**config.mk**
```make
export PLATFORM = sky130hd
export DESIGN_NAME = int_mem_banks_flat
export DESIGN_NICKNAME = d
export VERILOG_FILES = /design/src/rtl/int_mem_banks_if.sv /design/src/rtl/int_mem_banks.sv /design/src/flat_wrapper.sv
export SDC_FILE = /design/constraint.sdc
export NUM_CORES = 2
export LEC_CHECK = 0
export CAP_MARGIN = 15
export CORE_MARGIN = 2
export CORE_UTILIZATION = 62
export DETAILED_ROUTE_END_ITERATION = 10
export PLACE_DENSITY = 0.78
export SYNTH_ARGS = -nofsm -noshare
export SYNTH_HDL_FRONTEND = slang
export SYNTH_SLANG_ARGS = --single-unit
export TNS_END_PERCENT = 50
```
**constraint.sdc**
```tcl
create_clock -name clk -period 3.5 [get_ports clk]
set_input_delay 0.875 -clock clk [delete_from_list [all_inputs] [get_ports clk]]
set_output_delay 0.875 -clock clk [all_outputs]
set_load 0.02 [all_outputs]
```
**src/rtl/int_mem_banks_if.sv**
```systemverilog
// Bus interface for int_mem_banks: the load stream and the per-bank read ports.
// The master side drives load and read requests; the slave side is the memory.
interface int_mem_banks_if #(
  parameter int NUM_BANKS  = 2,
  parameter int DATA_WIDTH = 5,
  parameter int IN_WIDTH   = 8,
  parameter int ADDR_WIDTH = 8
) ();

  logic                  load_start;
  logic                  in_valid;
  logic [IN_WIDTH-1:0]   in_data;
  logic                  in_ready;
  logic                  load_done;
  logic                  rd_en    [0:NUM_BANKS-1];
  logic [ADDR_WIDTH-1:0] rd_addr  [0:NUM_BANKS-1];
  logic [DATA_WIDTH-1:0] rd_data  [0:NUM_BANKS-1];
  logic                  rd_valid [0:NUM_BANKS-1];

  modport master (
    output load_start, in_valid, in_data, rd_en, rd_addr,
    input  in_ready, load_done, rd_data, rd_valid
  );

  modport slave (
    input  load_start, in_valid, in_data, rd_en, rd_addr,
    output in_ready, load_done, rd_data, rd_valid
  );

endinterface

```
**src/rtl/int_mem_banks.sv**
```systemverilog
// Intrinsic message memory: NUM_BANKS single-port banks filled round-robin from
// a serial LLR stream, then read concurrently with one cycle of latency.
// Optional macro INT_MEM_SAT_EN: clip incoming LLRs to the DATA_WIDTH signed
// range instead of keeping only their low bits.
module int_mem_banks #(
  parameter int NUM_BANKS  = 2,
  parameter int DATA_WIDTH = 5,
  parameter int IN_WIDTH   = 8,
  parameter int ADDR_WIDTH = 8
) (
  input logic           clk,
  input logic           rst,
  int_mem_banks_if.slave bus
);

  localparam int RAM_DEPTH  = 1 << ADDR_WIDTH;
  localparam int TOTAL      = NUM_BANKS * RAM_DEPTH;
  localparam int CNT_WIDTH  = $clog2(TOTAL) + 1;
  localparam int BANK_WIDTH = (NUM_BANKS > 1) ? $clog2(NUM_BANKS) : 1;

  typedef enum logic [1:0] {IDLE, LOAD, READY} state_t;

  state_t                state_reg;
  logic [CNT_WIDTH-1:0]  cnt_reg;
  logic [BANK_WIDTH-1:0] bank_reg;
  logic [ADDR_WIDTH-1:0] waddr_reg;
  logic                  in_ready_reg;
  logic                  load_done_reg;

  logic                  accept;
  logic                  last_word;
  logic                  read_ok;
  logic [DATA_WIDTH-1:0] wr_data;

  // in_ready_reg is high exactly in LOAD, so it doubles as the load-state flag
  assign accept    = in_ready_reg && bus.in_valid;
  assign last_word = (cnt_reg == CNT_WIDTH'(TOTAL - 1));
  assign read_ok   = (state_reg == READY);

  assign bus.in_ready  = in_ready_reg;
  assign bus.load_done = load_done_reg;

`ifdef INT_MEM_SAT_EN
  localparam int SAT_MAX = (1 << (DATA_WIDTH - 1)) - 1;
  localparam int SAT_MIN = -(1 << (DATA_WIDTH - 1));

  logic signed [IN_WIDTH-1:0] in_s;
  assign in_s = $signed(bus.in_data);

  // Clip the incoming LLR into the signed DATA_WIDTH range
  always_comb begin
    wr_data = in_s[DATA_WIDTH-1:0];
    if (in_s > $signed(IN_WIDTH'(SAT_MAX))) begin
      wr_data = DATA_WIDTH'(SAT_MAX);
    end else if (in_s < $signed(IN_WIDTH'(SAT_MIN))) begin
      wr_data = DATA_WIDTH'(SAT_MIN);
    end
  end
`else
  // Keep only the low bits of the LLR; out-of-range values wrap
  assign wr_data = bus.in_data[DATA_WIDTH-1:0];
`endif

  // Load controller: state, word counter, round-robin bank/address pointers
  always_ff @(posedge clk) begin
    if (rst) begin
      state_reg     <= IDLE;
      cnt_reg       <= '0;
      bank_reg      <= '0;
      waddr_reg     <= '0;
      in_ready_reg  <= 1'b0;
      load_done_reg <= 1'b0;
    end else begin
      case (state_reg)
        IDLE, READY: begin
          if (bus.load_start) begin
            state_reg     <= LOAD;
            cnt_reg       <= '0;
            bank_reg      <= '0;
            waddr_reg     <= '0;
            in_ready_reg  <= 1'b1;
            load_done_reg <= 1'b0;
          end
        end
        LOAD: begin
          if (bus.in_valid) begin
            cnt_reg <= cnt_reg + CNT_WIDTH'(1);
            // bank index is word mod NUM_BANKS, address is word div NUM_BANKS
            if (bank_reg == BANK_WIDTH'(NUM_BANKS - 1)) begin
              bank_reg  <= '0;
              waddr_reg <= waddr_reg + ADDR_WIDTH'(1);
            end else begin
              bank_reg <= bank_reg + BANK_WIDTH'(1);
            end
            if (last_word) begin
              state_reg     <= READY;
              in_ready_reg  <= 1'b0;
              load_done_reg <= 1'b1;
            end
          end
        end
        default: begin
          state_reg     <= IDLE;
          in_ready_reg  <= 1'b0;
          load_done_reg <= 1'b0;
        end
      endcase
    end
  end

  genvar gi;
  generate
    for (gi = 0; gi < NUM_BANKS; gi++) begin : g_bank
      logic [DATA_WIDTH-1:0] mem [0:RAM_DEPTH-1];
      logic [DATA_WIDTH-1:0] rd_data_reg;
      logic                  rd_valid_reg;
      logic                  wr_sel;
      logic                  rd_sel;

      assign wr_sel = accept && (bank_reg == BANK_WIDTH'(gi));
      assign rd_sel = read_ok && bus.rd_en[gi];

      // Write port: memory contents are deliberately never reset
      always_ff @(posedge clk) begin
        if (wr_sel) begin
          mem[waddr_reg] <= wr_data;
        end
      end

      // Registered read port; data holds when no read is issued
      always_ff @(posedge clk) begin
        if (rst) begin
          rd_data_reg  <= '0;
          rd_valid_reg <= 1'b0;
        end else begin
          rd_valid_reg <= rd_sel;
          if (rd_sel) begin
            rd_data_reg <= mem[bus.rd_addr[gi]];
          end
        end
      end

      assign bus.rd_data[gi]  = rd_data_reg;
      assign bus.rd_valid[gi] = rd_valid_reg;
    end
  endgenerate

endmodule
```
**src/flat_wrapper.sv**
```systemverilog
// flat-port wrapper written by rule: the top's interface ports become plain ports
module int_mem_banks_flat 
#(
  parameter int NUM_BANKS  = 2,
  parameter int DATA_WIDTH = 5,
  parameter int IN_WIDTH   = 8,
  parameter int ADDR_WIDTH = 8
)
  (clk, rst, bus_load_start, bus_in_valid, bus_in_data, bus_rd_en, bus_rd_addr, bus_in_ready, bus_load_done, bus_rd_data, bus_rd_valid);
  int_mem_banks_if #(.NUM_BANKS(NUM_BANKS), .DATA_WIDTH(DATA_WIDTH), .IN_WIDTH(IN_WIDTH), .ADDR_WIDTH(ADDR_WIDTH)) bus_i ();
  input logic clk;
  input logic rst;
  input wire logic [$bits(bus_i.load_start)-1:0] bus_load_start;
  input wire logic [$bits(bus_i.in_valid)-1:0] bus_in_valid;
  input wire logic [$bits(bus_i.in_data)-1:0] bus_in_data;
  input wire logic [$bits(bus_i.rd_en)-1:0] bus_rd_en;
  input wire logic [$bits(bus_i.rd_addr)-1:0] bus_rd_addr;
  output wire logic [$bits(bus_i.in_ready)-1:0] bus_in_ready;
  output wire logic [$bits(bus_i.load_done)-1:0] bus_load_done;
  output wire logic [$bits(bus_i.rd_data)-1:0] bus_rd_data;
  output wire logic [$bits(bus_i.rd_valid)-1:0] bus_rd_valid;
  assign bus_i.load_start = bus_load_start;
  assign bus_i.in_valid = bus_in_valid;
  assign bus_i.in_data = bus_in_data;
  assign bus_i.rd_en = {>>{bus_rd_en}};
  assign bus_i.rd_addr = {>>{bus_rd_addr}};
  assign bus_in_ready = bus_i.in_ready;
  assign bus_load_done = bus_i.load_done;
  assign bus_rd_data = {>>{bus_i.rd_data}};
  assign bus_rd_valid = {>>{bus_i.rd_valid}};
  int_mem_banks #(.NUM_BANKS(NUM_BANKS), .DATA_WIDTH(DATA_WIDTH), .IN_WIDTH(IN_WIDTH), .ADDR_WIDTH(ADDR_WIDTH)) u_core (.clk(clk), .rst(rst), .bus(bus_i));
endmodule
```
==> flow_summary.json <==
{
  "skew_ns": 0.03454,
  "root_buffer": "clkbuf_16",
  "post_cts_resized": 0,
  "outcome": "finished, final reports clean",
  "grt_max_degree": 116,
  "yosys-top-cells-count": "edfxtp_1 (2,560), nor2_1 (582), mux4_2 (488)",
  "dp.cells": 7668,
  "rows": 148,
  "crit_arrival_ns": 3.93,
  "hold_buffers": 0,
  "required_ns": 4.31,
  "drive_gt1_share_pct": 23.00,
  "yosysMostFrequentCell": "edfxtp_1",
  "htree_levels": 4,
  "startpoint_type": "input port",
  "port_buffers": 40,
  "fillers": 9294,
  "synth_top_area_share_pct": 75.28,
  "synthArstFlopShare_pct": 0,
  "slew_headroom_pct": 22.68,
  "worstSetupEndpointType": "register",
  "clkLatencyLatePin_ns": 0.88,
  "fin_crit_sh_pct": 89.09,
  "min_from": "bus_in_data[1]",
  "ys_ff_latch": 2593,
  "fin_nets": 5769,
  "setup.worst_path.start": "bus_rd_addr[6]",
  "antenna_found_initial": 4,
  "cts_sinks": 2593,
  "synthTopCellsByArea": "edfxtp_1 (75%), mux4_2 (11%), mux2i_1 (3.6%), nor2_1 (2.1%), dfxtp_1 (0.65%)",
  "numCtsBuffers": 239,
  "postCtsSetupRepairBufs": 0,
  "yosysTopAreaCell": "edfxtp_1",
  "ir_worst_vdd_mv": 0.6953,
  "vias": 54380,
  "synth_edf_count": 2560,
  "drc_errors": 0,
  "clk_pin_slew_ns": 0.07,
  "postLayoutCoreUtil_pct": 71.14,
  "tightest_slew_ns": 1.157,
  "largest_reg_flops": 2560,
  "syn_nets": 5336,
  "drt-pass1-iter-count": 7,
  "grt-ovfl-total": 0,
  "grt_pass1_wl_microns": 362900,
  "synth_cell_type_count": 71,
  "area.growth.synth_to_final_pct": 13.66,
  "fin_crit_ns": 3.118,
  "track_usage_pct": 29.50,
  "power_leakage_nw": 37.26,
  "power_density_mw_per_mm2": 546.4,
  "die_h_microns": 409.8,
  "ys.flop_type": "edfxtp_1",
  "crit_fanout": 7,
  "via_per_inst": 6.703,
  "finalSetupViolCount": 0,
  "syn_area_per_cell_sq_um": 19.26,
  "rrSetupSlack_ns": 0.49,
  "wire_per_inst_microns": 30.33,
  "die_w_microns": 409.8,
  "cts_tree": "yes",
  "drv_slew": 0,
  "min_path_type": "input port to register",
  "clockBufferDepth": 3,
  "die_area_sq_mm": 0.1680,
  "instances_no_fill": 8112,
  "ant_nets": 0,
  "dp_hpwl_microns": 151500,
  "initial_utilization_pct": 62.59,
  "critPathKind": "input port to register",
  "wirelength_microns": 246100,
  "drt_iter0_drc": 7231,
  "grt_pass1_vias": 55370,
  "yosys_warnings": 0,
  "place_congestion": 0.9168,
  "clock.fmax_mhz": 320.7,
  "io_pins": 44,
  "syn_inst": 5301,
  "maxCapViolCount": 0,
  "hold_viol_final": 0,
  "rr_startpoint": "u_core.state_reg[1]",
  "netlist_area_sq_mm": 0.1021,
  "fp.coreArea_sq_mm": 0.1631,
  "ys_seq_area_share_pct": 75.93,
  "rsz0062_at_grt": "no"
}
path summary, 6_finish.rpt:
kind,cells after the start,end
worst min register to register,2,u_core.cnt_reg[5]
worst max register to register,8,u_core.g_bank[1].rd_data_reg[4]
worst max-delay path,10,u_core.g_bank[1].rd_data_reg[1]
worst min-delay path,1,u_core.g_bank[0].mem[82][1]
cells by family (layout without fill, tap and decap cells):
kind of cell / Yosys count / after routing / synth area share (%)
AOI/OAI and AO/OA: 510 / 510 / 3.502
xor gates and xnor gates: 11 / 11 / 0.09436
adders and majority gates: 5 / 5 / 0.06127
buffers and inverters: 341 / 976 / 1.823
DFF: 2593 / 2593 / 75.93
muxes: 865 / 865 / 14.48
other: 0 / 1 / 0
and+or+nand+nor: 976 / 976 / 4.110
where the power goes:
| part | switching (mW) | total (mW) | internal [mW] |
|---|---|---|---|
| Sequential | 0.00406 | 34.1 | 34.1 |
| Clock | 11.4 | 26.3 | 14.9 |
| Combinational | 1.81 | 3.01 | 1.19 |
| Total | 13.2 | 63.4 | 50.2 |
per-layer routing:
metal | up-vias | track usage, % | wire [microns]
met3 | 665 | 5.533 | 24690
met1 | 27740 | 39.12 | 87370
li1 | 22460 | - | -
met5 | - | 0 | 46
met2 | 3509 | 48.17 | 121600
met4 | 6 | 13.39 | 12320
layout make-up:
| class | count | area, sq um | area share (%) |
|---|---|---|---|
| multi-input combinational | 2367 | 22720 | 19.58 |
| sequential | 2593 | 77530 | 66.81 |
| clock inverter | 152 | 1718 | 1.480 |
| antenna | 1 | 2.502 | 0.002156 |
| timing repair buffer | 524 | 5102 | 4.396 |
| tap | 2175 | 2721 | 2.345 |
| inverter | 9 | 33.78 | 0.02911 |
| clock buffer | 291 | 6226 | 5.364 |
placed cells by master, fill, tap and decap left out, drive strengths merged, types with 24 or more instances in the layout:
cell | Yosys | routed
nor2b | 32 | 32
dfxtp | 33 | 33
mux4 | 489 | 489
clkbuf | 163 | 291
clkdlybuf4s50 | 0 | 27
a211oi | 29 | 29
bufinv | 0 | 30
o21ai | 60 | 60
a21oi | 90 | 90
o221ai | 66 | 66
nand3 | 65 | 65
o22ai | 78 | 78
buf | 169 | 497
nor2 | 582 | 582
a2111oi | 24 | 24
nand2 | 154 | 154
mux2i | 372 | 372
nor3 | 28 | 28
edfxtp | 2560 | 2560
a22oi | 42 | 42
clkinv | 1 | 94
a221oi | 30 | 30
through the flow:
step	instance area (sq um)	setup TNS, ns	hold slack [ns]	power, mW	worst slack, ns
6_report	116100	0	0.4323	63.42	0.3817
5_1_grt	116100	0	0.4307	64.84	0.3067
4_1_cts	116100	0	0.4168	63.59	0.3936
3_5_place_dp	108100	-1.151	0.4827	37.71	-0.2452
3_3_place_gp	108100	-0.7516	0.4652	37.63	-0.1507
2_1_floorplan	102100	0	0.4530	36.31	0.4541
critical path: stages:
cell	delay, ns
clkdlybuf4s50_1	0.72
buf_4	0.21
buf_4	0.14
nor3b_1	0.54
nand3_1	0.21
o211ai_1	0.19
nor4_1	0.11
buf_4	0.16
nor4_1	0.58
or2_1	0.19
Power figures use the tool's default switching activity.
